<file path="src/rtl/agg_buffer_reader.sv">
// agg_buffer_reader: turns a (base, len) command into one buffer line read per cycle
// and streams the returned lines out in order through a credit-protected return FIFO.
module agg_buffer_reader #(
  parameter int BUFFER_ADDR_WIDTH = 11,
  parameter int BUFFER_DATA_WIDTH = 512,
  parameter int LEN_WIDTH         = 12,
  parameter int READ_LATENCY      = 4,
  parameter int FIFO_DEPTH        = 8
) (
  input  logic                         clk,
  input  logic                         rst_n,
  input  logic                         cmd_valid,
  output logic                         cmd_ready,
  input  logic [BUFFER_ADDR_WIDTH-1:0] cmd_base_addr,
  input  logic [LEN_WIDTH-1:0]         cmd_len,
  output logic                         cmd_done,
  output logic                         agg_read_addr_valid,
  output logic [BUFFER_ADDR_WIDTH-1:0] agg_read_addr,
  input  logic                         agg_read_data_valid,
  input  logic [BUFFER_DATA_WIDTH-1:0] agg_read_data,
  output logic                         out_valid,
  input  logic                         out_ready,
  output logic [BUFFER_DATA_WIDTH-1:0] out_data,
  output logic                         out_last
);

  localparam int PTR_W  = $clog2(FIFO_DEPTH);
  localparam int CRED_W = PTR_W + 1;
  localparam logic [CRED_W-1:0]    DEPTH_C  = CRED_W'(FIFO_DEPTH);
  localparam logic [CRED_W-1:0]    CRED_ONE = CRED_W'(1);
  localparam logic [LEN_WIDTH-1:0] LEN_ONE  = LEN_WIDTH'(1);

  if (FIFO_DEPTH < READ_LATENCY + 2 || (FIFO_DEPTH & (FIFO_DEPTH - 1)) != 0) begin : g_bad_depth
    $error("agg_buffer_reader: FIFO_DEPTH must be a power of two >= READ_LATENCY+2");
  end

  typedef enum logic [1:0] {
    IDLE,
    ISSUE,
    DRAIN,
    DONE
  } state_t;

  state_t state, state_next;

  logic [BUFFER_ADDR_WIDTH-1:0] base_q;
  logic [LEN_WIDTH-1:0]         len_q;
  logic [LEN_WIDTH-1:0]         len_m1;
  logic [LEN_WIDTH-1:0]         issue_cnt;
  logic [LEN_WIDTH-1:0]         pop_cnt;
  logic [CRED_W-1:0]            outstanding;
  logic [CRED_W-1:0]            wr_ptr;
  logic [CRED_W-1:0]            rd_ptr;
  logic [BUFFER_DATA_WIDTH-1:0] mem [FIFO_DEPTH];

  logic                         cmd_accept;
  logic                         fire;
  logic                         pop;
  logic                         credit_ok;
  logic [BUFFER_ADDR_WIDTH-1:0] issue_addr;

  assign len_m1    = len_q - LEN_ONE;
  assign out_valid = (wr_ptr != rd_ptr);
  assign pop       = out_valid & out_ready;
  // Outstanding counts lines issued but not yet popped, so it bounds in-flight plus
  // stored; a pop in the same cycle frees its slot in time for this issue.
  assign credit_ok = (outstanding < DEPTH_C) | pop;

  assign cmd_ready = (state == IDLE);
  assign cmd_done  = (state == DONE);
  assign out_data  = out_valid ? mem[rd_ptr[PTR_W-1:0]] : '0;
  assign out_last  = out_valid & (pop_cnt == len_m1);

  // The read port is registered, so line 0 is launched in the accept cycle itself
  // to appear on the bus the cycle after the command handshake.
  always_comb begin
    state_next = state;
    cmd_accept = 1'b0;
    fire       = 1'b0;
    issue_addr = '0;
    case (state)
      IDLE: begin
        if (cmd_valid) begin
          cmd_accept = 1'b1;
          if (cmd_len == '0) begin
            state_next = DONE;
          end else begin
            fire       = 1'b1;
            issue_addr = cmd_base_addr;
            state_next = (cmd_len == LEN_ONE) ? DRAIN : ISSUE;
          end
        end
      end
      ISSUE: begin
        issue_addr = base_q + BUFFER_ADDR_WIDTH'(issue_cnt);
        if (credit_ok) begin
          fire = 1'b1;
          if (issue_cnt == len_m1) begin
            state_next = DRAIN;
          end
        end
      end
      DRAIN: begin
        if (pop && (pop_cnt == len_m1)) begin
          state_next = DONE;
        end
      end
      DONE: begin
        state_next = IDLE;
      end
      default: begin
        state_next = IDLE;
      end
    endcase
  end

  always_ff @(posedge clk or negedge rst_n) begin
    if (!rst_n) begin
      state <= IDLE;
    end else begin
      state <= state_next;
    end
  end

  always_ff @(posedge clk or negedge rst_n) begin
    if (!rst_n) begin
      base_q    <= '0;
      len_q     <= '0;
      issue_cnt <= '0;
      pop_cnt   <= '0;
    end else begin
      if (cmd_accept) begin
        base_q    <= cmd_base_addr;
        len_q     <= cmd_len;
        issue_cnt <= (cmd_len == '0) ? '0 : LEN_ONE;
        pop_cnt   <= '0;
      end else begin
        if (fire) begin
          issue_cnt <= issue_cnt + LEN_ONE;
        end
        if (pop) begin
          pop_cnt <= pop_cnt + LEN_ONE;
        end
      end
    end
  end

  always_ff @(posedge clk or negedge rst_n) begin
    if (!rst_n) begin
      outstanding         <= '0;
      agg_read_addr_valid <= 1'b0;
      agg_read_addr       <= '0;
    end else begin
      case ({fire, pop})
        2'b10:   outstanding <= outstanding + CRED_ONE;
        2'b01:   outstanding <= outstanding - CRED_ONE;
        default: outstanding <= outstanding;
      endcase
      agg_read_addr_valid <= fire;
      agg_read_addr       <= fire ? issue_addr : '0;
    end
  end

  // Return FIFO pointers carry one extra wrap bit so full and empty are distinct.
  always_ff @(posedge clk or negedge rst_n) begin
    if (!rst_n) begin
      wr_ptr <= '0;
      rd_ptr <= '0;
    end else begin
      if (agg_read_data_valid) begin
        wr_ptr <= wr_ptr + CRED_ONE;
      end
      if (pop) begin
        rd_ptr <= rd_ptr + CRED_ONE;
      end
    end
  end

  always_ff @(posedge clk) begin
    if (agg_read_data_valid) begin
      mem[wr_ptr[PTR_W-1:0]] <= agg_read_data;
    end
  end

endmodule

</file>
<file path="config.mk">
export PLATFORM = sky130hd
export DESIGN_NAME = agg_buffer_reader
export DESIGN_NICKNAME = d
export VERILOG_FILES = /design/src/rtl/agg_buffer_reader.sv
export SDC_FILE = /design/constraint.sdc
export NUM_CORES = 2
export LEC_CHECK = 0
export ABC_AREA = 1
export CAP_MARGIN = 20
export CORE_ASPECT_RATIO = 1.5
export CORE_MARGIN = 2
export CORE_UTILIZATION = 40
export CTS_BUF_LIST = sky130_fd_sc_hd__clkbuf_8
export DETAILED_ROUTE_END_ITERATION = 6
export GPL_TIMING_DRIVEN = 0
export PLACE_DENSITY = 0.66
export SLEW_MARGIN = 20
export SYNTH_ARGS = -nofsm -noshare
export SYNTH_HDL_FRONTEND = slang
export SYNTH_SLANG_ARGS = --single-unit
</file>
<file path="constraint.sdc">
create_clock -name clk -period 21.7 [get_ports clk]
set_input_delay 2.17 -clock clk [delete_from_list [all_inputs] [get_ports clk]]
set_output_delay 2.17 -clock clk [all_outputs]
set_load 0.02 [all_outputs]
</file>
==> results.toml <==
[clock_tree]
cts_root_buf = "clkbuf_8"
numCtsBuffers = 614
cts.repair.resized = 0
cts_tree = "built"
cts_hold_buf = 0
cts_setup_buffers = 0
cts_num_sinks = 4169
cts-htree-levels = 6
clk_pin_slew_ps = 60
cts_buffer_depth = 4
worstSkewPairLatency_ps = 1250

[logic_synthesis]
synth_flop_cell = "edfxtp_1"
yosysSeqAreaShare_pct = 76.84
synth_area_mm2 = 0.1625
ys_seq_elements = 4169
ys_async_sr_fraction_pct = 1.751
syn_avg_cell_area_um2 = 13.24
synth_edf_count = 4096
postSynthCellCount = 12273
ys_warn_count = 0
synth_cell_type_count = 42
synth_nets = 12836

[die]
initial_core_util_pct = 40.17
num_io_pins = 1068
die-area_mm2 = 0.4113
die_h_um = 784.5
core_area_mm2 = 0.4044
die_x_um = 524.3
rows = 286

[critical_path]
cp_max_fo = 10
startpoint_type = "register"
path_class = "register to output pin"
arrival_ps = 6160
r2r_start = "rd_ptr[0]"
crit_start = "rd_ptr[0]"
crit_required_ps = 19530
critPathCaptureType = "output pin"

[power_and_ir_drop]
leakage_nw = 64.88
p_int_mw = 17.61
p_sw_mw = 13.37
power_density_mw_per_mm2 = 157.0
peakVddDrop_mv = 0.1325
switching_share_pct = 43.15
pwr-share-comb_pct = 47.6
power_frac_clock_pct = 19.1
seqPwrFrac_pct = 33.3

[global_routing]
overflow = 0
antenna_found_initial = 183
grt_max_degree = 66
grt_first_pass_wirelength_um = 752500
track_usage_pct = 25.31
grt_pass1_vias = 107847

[detailed_routing]
drt_pre_antenna_iters = 7
vias_per_cell = 5.532
dr_total_vias = 111217
post-route-drc-count = 1
routed_wl_um = 541500
drt_iter0_markers = 11853
wl_per_cell_um = 26.93
postRouteAntennaNets = 0

[sta]
setup_viol = 0
slew_headroom_pct = 12.09
slew_viol_final = 0
period_share_pct = 38.40
rsz0062_at_grt = "false"
tns_ps = 0
max_freq_mhz = 120.0
timing.hold.ws_ps = 472.8
worstMarginPinSlew_ps = 1313
hold_violations = 0
clock_skew_ps = 74.31
finalCriticalPeriod_ps = 8332

[worst_hold_path]
hold_start = "outstanding[3]"
hold_class = "register to register"

[placed_design]
dp_hpwl_um = 376900
io_buffers = 1067
globalplace.congestion = 0.8369

[final_layout]
areaGrowthSynthToFinish_pct = 21.46
drive_above_1_share_pct = 9.482
register_area_mm2 = 0.1248
finalNetCount = 14781
fillers = 34643
multiInputGateArea_mm2 = 0.03338
post-route-util_pct = 48.80

[run]
max_cap_viol_count = 0

[run_status]
violations = "DRC"
status = "finished with violations"
## synth_stat cells (2+ instances only)
library cell	instances	area [um^2]
nand3_1	67	335.3
clkbuf_2	5	25.02
nor2_2	3	18.77
buf_2	185	925.9
inv_2	4	15.01
inv_4	2	12.51
nand3b_1	2	15.01
xor2_1	15	131.4
clkinv_1	2	7.510
nand2_2	4	25.02
inv_1	75	281.5
a21oi_1	32	160.2
nor2_1	3131	11750
o21ai_1	974	4875
nand4_1	12	75.07
a31oi_1	517	3234
buf_1	42	157.7
nor4_1	2	12.51
and3_1	2	12.51
nor2_4	2	22.52
or2_2	3	18.77
nand2_1	200	750.7
o21bai_1	3	22.52
xnor2_1	4	35.03
dfrtp_1	73	1827
clkbuf_1	510	1914
o22ai_1	514	3216
nand3_2	2	20.02
buf_4	97	728.2
o21ai_0	1627	8143
edfxtp_1	4096	123000
ha_1	22	275.3
nor3_1	13	65.06
buf_6	23	259.0
## power groups by stage
| stage | clock network (mW) | logic, mW | registers (mW) |
|---|---|---|---|
| after floorplan | 0 | 7.08 | 11.4 |
| after global routing | 6.33 | 15.6 | 10.4 |
| after global placement | 0 | 14.0 | 12.5 |
| after detailed placement | 0 | 14.7 | 10.5 |
| final | 5.92 | 14.7 | 10.3 |
| after CTS | 5.99 | 14.7 | 10.3 |
## flip-flops by register name, indices dropped and copies added (netlist names)
name,cells
outstanding,4
base_q,11
state,2
rd_ptr,4
wr_ptr,4
pop_cnt,12
agg_read_addr,11
agg_read_addr_valid,1
mem,4096
len_q,12
issue_cnt,12
## path summary, 6_finish.rpt
path | slack [ps] | cells past startpoint | endpoint
min | 470 | 1 | outstanding[3]
max | 13370 | 10 | out_data[193]
max in group asynchronous | 20210 | 2 | outstanding[1]
max reg2reg | 17900 | 18 | outstanding[2]
min in group asynchronous | 790 | 1 | wr_ptr[2]
min reg2reg | 470 | 1 | outstanding[3]
## worst max-delay path, stage by stage, from the launching register on
cell	delay [ps]
dfrtp_1	380
buf_4	270
inv_4	360
buf_4	470
buf_2	650
clkbuf_1	460
o21ai_0	150
o22ai_1	140
o21ai_0	150
a31oi_1	1010
clkdlybuf4s50_1	800
## stage by stage
step	power, mW	instance area, um^2	setup WS, ps	std cells
final	30.97	197300	13370	20105
after global routing	32.29	197200	13250	20054
after CTS	31.02	197100	13220	20008
after detailed placement	25.13	186000	14650	18930
after global placement	26.54	179800	-26280	18668
after floorplan	18.53	162500	-3190	12273
## cell type report
cell class                      count  area share [%]
Clock buffer                      620           4.325
Timing Repair Buffer             1329           8.471
Buffer                            862           2.057
Multi-Input combinational cell   7159           16.92
Antenna cell                       97          0.1230
Sequential cell                  4169           63.26
Tap cell                         5328           3.379
Clock inverter                    458           1.306
Inverter                           83          0.1604
## metal layers
layer	vias up	GRT usage [%]	routed length [um]
met2	5736	40.71	255600
met1	54546	29.98	194800
met4	122	15.26	32520
li1	49579	-	-
met3	1234	7.357	57780
met5	-	0	764
## cell families after synthesis
kind of cell | count (synthesis) | synth area share (%)
buffers and inverters | 945 | 2.663
DFF | 4169 | 76.84
AOI/OAI and AO/OA | 3671 | 12.12
xor gates and xnor gates | 19 | 0.1024
and+or+nand+nor | 3446 | 8.096
adders and majority gates | 23 | 0.1818
## placed cells by master (no fill, tap or decap), types with 152 or more instances in the layout
cell                n
o21ai_1           974
clkbuf_1          475
o21ai_0          1627
clkdlybuf4s50_1  1066
nor2_1           3123
clkbuf_8          620
buf_12            152
inv_1             268
o22ai_1           514
nand2_1           200
a31oi_1           513
buf_2             185
edfxtp_1         4096
(Power assumes the default switching activity.)
